`src/rtl/mmio_fifo_ctrl_if.sv`:
```
// MMIO request/response channel plus the side-channel to the shift-register FIFO.
// The slave modport is the controller; the master modport is its environment.
interface mmio_fifo_ctrl_if;
    logic        wr_valid;
    logic [15:0] wr_addr;
    logic [63:0] wr_data;
    logic        rd_valid;
    logic [15:0] rd_addr;
    logic [8:0]  rd_tid;
    logic        rsp_valid;
    logic [8:0]  rsp_tid;
    logic [63:0] rsp_data;
    logic        fifo_en;
    logic [63:0] fifo_d;
    logic [63:0] fifo_q;

    modport master (
        output wr_valid, wr_addr, wr_data,
        output rd_valid, rd_addr, rd_tid,
        output fifo_q,
        input  rsp_valid, rsp_tid, rsp_data,
        input  fifo_en, fifo_d
    );

    modport slave (
        input  wr_valid, wr_addr, wr_data,
        input  rd_valid, rd_addr, rd_tid,
        input  fifo_q,
        output rsp_valid, rsp_tid, rsp_data,
        output fifo_en, fifo_d
    );
endinterface

```
`src/rtl/mmio_fifo_ctrl.sv`:
```
// MMIO front-end for a shift-register FIFO: data pushes, flush sequencing,
// sticky overflow/drop flags and a status register readable over MMIO.
module mmio_fifo_ctrl #(
    parameter int unsigned DEPTH     = 8,
    parameter logic [15:0] ADDR_DATA = 16'h0020,
    parameter logic [15:0] ADDR_STAT = 16'h0022,
    parameter logic [15:0] ADDR_CTRL = 16'h0024
) (
    input  logic            clk,
    input  logic            rst,
    mmio_fifo_ctrl_if.slave bus
);

    typedef enum logic {
        IDLE,
        FLUSH
    } state_e;

    localparam logic [7:0] DEPTH_C = 8'(DEPTH);
    localparam logic [7:0] LAST_C  = 8'(DEPTH - 1);

    state_e      state_q, state_d;
    logic [7:0]  fcnt_q, fcnt_d;
    logic [7:0]  count_q, count_d;
    logic        ovf_q, ovf_d;
    logic        drop_q, drop_d;
    logic        pend_v_q, pend_v_d;
    logic [63:0] pend_q, pend_d;
    logic        fifo_en_q, fifo_en_d;
    logic [63:0] fifo_d_q, fifo_d_d;
    logic        rsp_valid_q, rsp_valid_d;
    logic [8:0]  rsp_tid_q, rsp_tid_d;
    logic [63:0] rsp_data_q, rsp_data_d;

    logic        wr_dat;
    logic        wr_ctl;
    logic        push;
    logic [63:0] push_val;
    logic [63:0] stat;

    assign wr_dat = bus.wr_valid && (bus.wr_addr == ADDR_DATA);
    assign wr_ctl = bus.wr_valid && (bus.wr_addr == ADDR_CTRL);

    assign stat = {51'd0, pend_v_q, drop_q, ovf_q,
                   state_q == FLUSH, count_q == DEPTH_C, count_q};

    always_comb begin
        state_d     = state_q;
        fcnt_d      = fcnt_q;
        count_d     = count_q;
        ovf_d       = ovf_q;
        drop_d      = drop_q;
        pend_v_d    = pend_v_q;
        pend_d      = pend_q;
        fifo_en_d   = 1'b0;
        fifo_d_d    = '0;
        push        = 1'b0;
        push_val    = '0;
        rsp_valid_d = bus.rd_valid;
        rsp_tid_d   = bus.rd_valid ? bus.rd_tid : '0;
        rsp_data_d  = '0;

        if (bus.rd_valid) begin
            if (bus.rd_addr == ADDR_DATA) begin
                rsp_data_d = bus.fifo_q;
            end else if (bus.rd_addr == ADDR_STAT) begin
                rsp_data_d = stat;
            end
        end

        // Clear first so a coinciding set event below takes precedence.
        if (wr_ctl && bus.wr_data[1]) begin
            ovf_d  = 1'b0;
            drop_d = 1'b0;
        end

        case (state_q)
            IDLE: begin
                if (pend_v_q) begin
                    push     = 1'b1;
                    push_val = pend_q;
                    if (wr_dat) begin
                        pend_d = bus.wr_data;
                    end else begin
                        pend_v_d = 1'b0;
                    end
                end else if (wr_dat) begin
                    push     = 1'b1;
                    push_val = bus.wr_data;
                end else if (wr_ctl && bus.wr_data[0]) begin
                    state_d   = FLUSH;
                    fcnt_d    = '0;
                    fifo_en_d = 1'b1;
                end
            end
            FLUSH: begin
                if (fcnt_q == LAST_C) begin
                    state_d = IDLE;
                    count_d = '0;
                end else begin
                    fcnt_d    = fcnt_q + 8'd1;
                    fifo_en_d = 1'b1;
                end
                if (wr_dat) begin
                    if (pend_v_q) begin
                        drop_d = 1'b1;
                    end else begin
                        pend_v_d = 1'b1;
                        pend_d   = bus.wr_data;
                    end
                end
            end
            default: state_d = IDLE;
        endcase

        if (push) begin
            fifo_en_d = 1'b1;
            fifo_d_d  = push_val;
            if (count_q == DEPTH_C) begin
                ovf_d = 1'b1;
            end else begin
                count_d = count_q + 8'd1;
            end
        end
    end

    always_ff @(posedge clk or posedge rst) begin
        if (rst) begin
            state_q     <= IDLE;
            fcnt_q      <= '0;
            count_q     <= '0;
            ovf_q       <= 1'b0;
            drop_q      <= 1'b0;
            pend_v_q    <= 1'b0;
            pend_q      <= '0;
            fifo_en_q   <= 1'b0;
            fifo_d_q    <= '0;
            rsp_valid_q <= 1'b0;
            rsp_tid_q   <= '0;
            rsp_data_q  <= '0;
        end else begin
            state_q     <= state_d;
            fcnt_q      <= fcnt_d;
            count_q     <= count_d;
            ovf_q       <= ovf_d;
            drop_q      <= drop_d;
            pend_v_q    <= pend_v_d;
            pend_q      <= pend_d;
            fifo_en_q   <= fifo_en_d;
            fifo_d_q    <= fifo_d_d;
            rsp_valid_q <= rsp_valid_d;
            rsp_tid_q   <= rsp_tid_d;
            rsp_data_q  <= rsp_data_d;
        end
    end

    assign bus.fifo_en   = fifo_en_q;
    assign bus.fifo_d    = fifo_d_q;
    assign bus.rsp_valid = rsp_valid_q;
    assign bus.rsp_tid   = rsp_tid_q;
    assign bus.rsp_data  = rsp_data_q;

endmodule

```
`src/flat_wrapper.sv`:
```
// flat-port wrapper written by rule: the top's interface ports become plain ports
module mmio_fifo_ctrl_flat 
#(
    parameter int unsigned DEPTH     = 8,
    parameter logic [15:0] ADDR_DATA = 16'h0020,
    parameter logic [15:0] ADDR_STAT = 16'h0022,
    parameter logic [15:0] ADDR_CTRL = 16'h0024
)
  (clk, rst, bus_wr_valid, bus_wr_addr, bus_wr_data, bus_rd_valid, bus_rd_addr, bus_rd_tid, bus_fifo_q, bus_rsp_valid, bus_rsp_tid, bus_rsp_data, bus_fifo_en, bus_fifo_d);
  mmio_fifo_ctrl_if bus_i ();
  input  logic clk;
  input  logic rst;
  input wire logic [$bits(bus_i.wr_valid)-1:0] bus_wr_valid;
  input wire logic [$bits(bus_i.wr_addr)-1:0] bus_wr_addr;
  input wire logic [$bits(bus_i.wr_data)-1:0] bus_wr_data;
  input wire logic [$bits(bus_i.rd_valid)-1:0] bus_rd_valid;
  input wire logic [$bits(bus_i.rd_addr)-1:0] bus_rd_addr;
  input wire logic [$bits(bus_i.rd_tid)-1:0] bus_rd_tid;
  input wire logic [$bits(bus_i.fifo_q)-1:0] bus_fifo_q;
  output wire logic [$bits(bus_i.rsp_valid)-1:0] bus_rsp_valid;
  output wire logic [$bits(bus_i.rsp_tid)-1:0] bus_rsp_tid;
  output wire logic [$bits(bus_i.rsp_data)-1:0] bus_rsp_data;
  output wire logic [$bits(bus_i.fifo_en)-1:0] bus_fifo_en;
  output wire logic [$bits(bus_i.fifo_d)-1:0] bus_fifo_d;
  assign bus_i.wr_valid = bus_wr_valid;
  assign bus_i.wr_addr = bus_wr_addr;
  assign bus_i.wr_data = bus_wr_data;
  assign bus_i.rd_valid = bus_rd_valid;
  assign bus_i.rd_addr = bus_rd_addr;
  assign bus_i.rd_tid = bus_rd_tid;
  assign bus_i.fifo_q = bus_fifo_q;
  assign bus_rsp_valid = bus_i.rsp_valid;
  assign bus_rsp_tid = bus_i.rsp_tid;
  assign bus_rsp_data = bus_i.rsp_data;
  assign bus_fifo_en = bus_i.fifo_en;
  assign bus_fifo_d = bus_i.fifo_d;
  mmio_fifo_ctrl #(.DEPTH(DEPTH), .ADDR_DATA(ADDR_DATA), .ADDR_STAT(ADDR_STAT), .ADDR_CTRL(ADDR_CTRL)) u_core (.clk(clk), .rst(rst), .bus(bus_i));
endmodule
```
`config.mk`:
```
export PLATFORM = sky130hd
export DESIGN_NAME = mmio_fifo_ctrl_flat
export DESIGN_NICKNAME = d
export VERILOG_FILES = /design/src/rtl/mmio_fifo_ctrl_if.sv /design/src/rtl/mmio_fifo_ctrl.sv /design/src/flat_wrapper.sv
export SDC_FILE = /design/constraint.sdc
export NUM_CORES = 1
export LEC_CHECK = 0
export ABC_AREA = 1
export BUFFER_PORTS_ARGS = -buffer_cell sky130_fd_sc_hd__buf_2
export CAP_MARGIN = 20
export CORE_ASPECT_RATIO = 0.8
export CORE_MARGIN = 2
export CORE_UTILIZATION = 50
export CTS_CLUSTER_DIAMETER = 30
export DETAILED_ROUTE_END_ITERATION = 7
export PLACE_DENSITY = 0.84
export SLEW_MARGIN = 20
export SYNTH_ARGS = -nofsm -noshare
export SYNTH_HDL_FRONTEND = slang
export SYNTH_SLANG_ARGS = --single-unit
```
`constraint.sdc`:
```
create_clock -name clk -period 9 [get_ports clk]
set_input_delay 1.8 -clock clk [delete_from_list [all_inputs] [get_ports clk]]
set_output_delay 1.8 -clock clk [all_outputs]
set_load 0.02 [all_outputs]
```
# --- After elaboration in Yosys (flattened, before gate mapping) ---
# Cells that the tools add are included.
totals:
  ff_bits: 223
  inputBits: 173
  output_inout_bits: 139
classes:
  n_addsub: 2
  eq_ne: 14
  muxes: 41
  bitwise_logic: 1
  reduce_logical: 6
ops:
  columns: ["cell", "n"]
  rows:
  - ["64-bit 2-to-1 mux", 10]
  - ["64-bit case mux with 2 select lines", 1]
  - ["16-bit by 6-bit == test with 1-bit output (second input constant)", 4]
  - ["8-bit 2-to-1 mux", 8]
  - ["1-bit 2-to-1 mux", 17]
  - ["8-bit by 1-bit adder with 8-bit output (second input constant)", 2]
  - ["8-bit case mux with 2 select lines", 1]
  - ["13-bit 2-to-1 mux", 1]
  - ["2-bit inequality test (second input constant)", 5]
  - ["9-bit 2-to-1 mux", 1]
  - ["8-bit by 3-bit == test with 1-bit output (second input constant)", 1]
  - ["8-bit by 4-bit == test with 1-bit output (second input constant)", 1]
  - ["4-bit AND reduction", 2]
  - ["2-bit by 1-bit inequality test with 1-bit output (second input constant)", 3]
  - ["1-bit logical AND", 4]
  - ["1-bit case mux with 2 select lines", 2]
  - ["1-bit NOT", 1]

# --- Longest topological paths before layout ---
depth:
  ltp_word: 8
  ltp_mapped: 11
  mapped_depth_nobuf: 10

# --- Least setup slack after synthesis ---
# No wires, ideal clock.
synth_timing:
  path_kind: "input port to flip-flop"
  start: "input bus_wr_addr[15]"
  end: "register u_core.pend_q[14]"
  setup_time_ns: 0.117
  t_arrival_ns: 2.792
  t_required_ns: 8.883
  slack_ns: 6.091
  cell_stages: 10
  n_path_buf: 2
  path_cell_list: "nor2_1 nand2_1 nor2_4 nand2_1 nor2_4 nand3_2 buf_6 buf_2 nand2_1 o21ai_2"
synth_between:
  elab_chain_len: 4
  elab_cells_between_ends: 5
  classes_between: "eq/ne: 3; reduce/logical: 2"
synth_rtl:
  columns: ["element", "line_no", "rtl"]
  rows:
  - ["from (decl)", "flat_wrapper.sv:14", "input wire logic [$bits(bus_i.wr_addr)-1:0] bus_wr_addr;"]
  - ["16-bit by 6-bit == test with 1-bit output (*)", "mmio_fifo_ctrl.sv:41", "assign wr_dat = bus.wr_valid && (bus.wr_addr == ADDR_DATA);"]
  - ["1-bit logical AND (*)", "mmio_fifo_ctrl.sv:41", null]
  - ["2-bit inequality test (no source line) / 2-bit by 1-bit inequality test with 1-bit output (equally long branches)", null, null]
  - ["4-bit AND reduction (no source line) (*)", null, null]
  - ["to (signal assigned)", "mmio_fifo_ctrl.sv:148", "pend_q <= pend_d;"]
  - ["to (decl)", "mmio_fifo_ctrl.sv:28", "logic [63:0] pend_q, pend_d;"]
# Mark *: on every way between the ends. The rest lies on a longest branch, timed or not.
# A chain may end at the register's enable or synchronous reset.

# --- Worst setup path after layout ---
layout_timing:
  start: "input bus_wr_addr[15]"
  end: "register u_core.pend_q[8]"
# The elaborated chain is that of the path after synthesis.

==> flow_summary.yaml <==
synthesis:
  yosysTopAreaCell: "dfrtp_1"
  syn_area_per_cell_um2: 9.206
  synth_top_area_frac: 0.6092
  ys_seq_area_frac: 0.6092
  synth.most_common_cell: "dfrtp_1"
  synth_area_leaders: "dfrtp_1 61%, nand2_1 9.1%, inv_1 6.7%"
  synthesis.area_um2: 9160
  yosysWarnings: 0
  ys_async_sr_fraction: 1.000
  ys.flop_type: "dfrtp_1"
  synth_commonest_cells: "223 x dfrtp_1, 222 x nand2_1, 163 x inv_1"
  synth_enable_flop_cells: 0
  synthCells: 995
  syn_nets: 1171
  synth-seq-cells: 223
  synthDistinctLibCells: 23
routing:
  wl_per_cell_um: 15.85
  dr_total_vias: 7801
  drt_iter0_drc: 623
  drt_wl_total_mm: 24.79
  drc: 0
  dr.pass1.iters: 6
  ant_nets: 0
  vias_per_cell: 4.988
timing:
  post-route-period-util: 0.4825
  max_freq_mhz: 230.3
  rsz0062_at_grt: "false"
  maxSlewViolCount: 0
  finalCriticalPeriod_ns: 4.343
  finalHoldViolations: 0
  worstMarginPinSlew_ns: 1.070
  fin_skew_ns: 0.02539
  setup_viol: 0
  max-slew-margin-rel: 0.2841
  setup_tns_ns: 0
placed_design:
  dpl-instance-area_um2: 10730
  hpwl_mm: 15.99
  placed_cells: 1491
  gp_congestion: 0.8541
  port_buffers: 311
global_routing:
  grt_pass1_wl_mm: 39.25
  grt_use_total: 0.2537
  grt_pass1_vias: 7793
  antenna_found_initial: 6
  overflow: 0
  grt_max_degree: 105
floorplan:
  fp.dieH_um: 125.1
  rows: 44
  boundaryPins: 312
  initial_core_util: 0.5073
  core_area_um2: 18060
  die-area_um2: 19420
  die_w_um: 155.3
finish:
  multiInputGateArea_um2: 2625
  final_cells: 1564
  drive_above_1_share: 0.3218
  n_fill_cell: 1381
  nNetsFinal: 1477
  area_growth_pct: 32.13
  fin_util: 0.6702
  seq_area_um2: 5582
  fin_area_um2: 12100
clock_tree:
  clkTransAtPathRegs_ns: 0.05
  root_buffer: "clkbuf_16"
  clock_latency_ns: 0.51
  post-cts-setup-buffer-count: 0
  clock-sinks: 223
  cts.repair.resized: 0
  cts_tree: "done"
  h-tree-depth: 2
  cts_buffer_depth: 3
  hold_buffers: 0
  cts_made_buffers: 38
pwr:
  ir_drop_mv: 0.1672
  leakage_nw: 6.918
  power_density_nw_per_um2: 215.3
setup_path:
  end_kind: "flop"
  startpoint_type: "primary input"
  cp.arrival_ns: 4.68
  crit_buf_inv: 3
  crit_chain: "buf_2 > nor2_1 > nand2_1 > nor2_4 > nand2_1 > nor2_4 > buf_4 > nand3_4 > buf_4 > nand2_1 > o21ai_1"
  critPathRequiredTime_ns: 9.34
  crit_fanout: 66
  critPathTopFamily: "simple AND/OR/NAND/NOR gates"
  path_class: "in2reg"
  critPathSlowestCell: "nand3_4"
  crit_top_cell: "nand2_1"
  critPathMaxStageDelay_ns: 0.77
run:
  drv_cap: 0
hold_path:
  hold_class: "reg2reg"
run_status:
  status: "complete, no violations"
==> stage by stage <==
step | setup slack (ns) | power [mW] | hold WS [ns]
5_1_grt | 4.386 | 2.691 | 0.5018
3_3_place_gp | 4.242 | 1.112 | 0.4635
6_report | 4.657 | 2.605 | 0.4814
4_1_cts | 4.678 | 2.630 | 0.4797
2_1_floorplan | 1.094 | 1.060 | 0.4534
3_5_place_dp | 4.178 | 1.113 | 0.4674
==> sequential cells by signal, summed over array words and instances, names as in the netlist, 8 cells and up <==
register             flops
u_core.bus.fifo_d       64
u_core.pend_q           64
u_core.bus.rsp_tid       9
u_core.bus.rsp_data     64
u_core.fcnt_q            8
u_core.count_q           8
==> layer usage <==
| metal | global-route usage | vias up | wire length, um |
|---|---|---|---|
| met5 | 0 | - | 13 |
| met4 | 0.1160 | 2 | 881 |
| met3 | 0.05858 | 56 | 1954 |
| met2 | 0.4191 | 346 | 12220 |
| met1 | 0.3200 | 3693 | 9718 |
| li1 | - | 3704 | - |
==> cells by family (layout without fill, tap and decap cells) <==
group           after synthesis  in the layout  share of synthesized area
buf+inv                     216            551                     0.1053
other cells                   0              4                          0
simple gates                403            403                     0.1847
fa+ha+maj                     3              3                   0.004098
flops                       223            223                     0.6092
xor+xnor                      6              6                   0.005737
compound gates              144            144                    0.09097
==> worst min-delay path: cells and delay by family, from the launching register on <==
kind / cells / cell delay, ns
and+or+nand+nor: 1 / 0.06
DFF: 1 / 0.33
AOI/OAI and AO/OA: 1 / 0.05
==> layout make-up <==
cell class	count	area share
Antenna cell	4	0.0008270
Clock buffer	43	0.08426
Clock inverter	26	0.02833
Inverter	163	0.05117
Multi-Input combinational cell	556	0.2169
Sequential cell	223	0.4612
Tap cell	230	0.02378
Timing Repair Buffer	319	0.1336
==> report_power, final <==
| group | switching, mW | total (mW) | internal, mW |
|---|---|---|---|
| Clock | 0.511 | 1.51 | 0.999 |
| Combinational | 0.0532 | 0.0882 | 0.0349 |
| Sequential | 0.000740 | 1.01 | 1.01 |
==> worst paths after layout <==
kind,slack [ns],to,from,cells past startpoint
max,4.66,u_core.pend_q[8]$_DFFE_PP0P_,bus_wr_addr[15],11
min,0.48,u_core.pend_q[43]$_DFFE_PP0P_,u_core.pend_q[43]$_DFFE_PP0P_,2
max reg2reg,6.07,u_core.pend_q[8]$_DFFE_PP0P_,u_core.state_q$_DFF_PP0_,6
min reg2reg,0.48,u_core.pend_q[43]$_DFFE_PP0P_,u_core.pend_q[43]$_DFFE_PP0P_,2
max in group asynchronous,6.36,u_core.pend_v_q$_DFFE_PP0P_,rst,3
min in group asynchronous,1.38,u_core.pend_q[49]$_DFFE_PP0P_,rst,2
==> placed cells by master, fill, tap and decap left out, types with 30 or more instances in the layout <==
cell / count
buf_2: 311
a21oi_1: 64
o21ai_2: 30
inv_1: 161
nand3_1: 85
clkbuf_16: 38
o21ai_1: 34
nand2_1: 221
dfrtp_1: 222
nor2_1: 76
No activity file was read; power rests on OpenSTA's default activity.
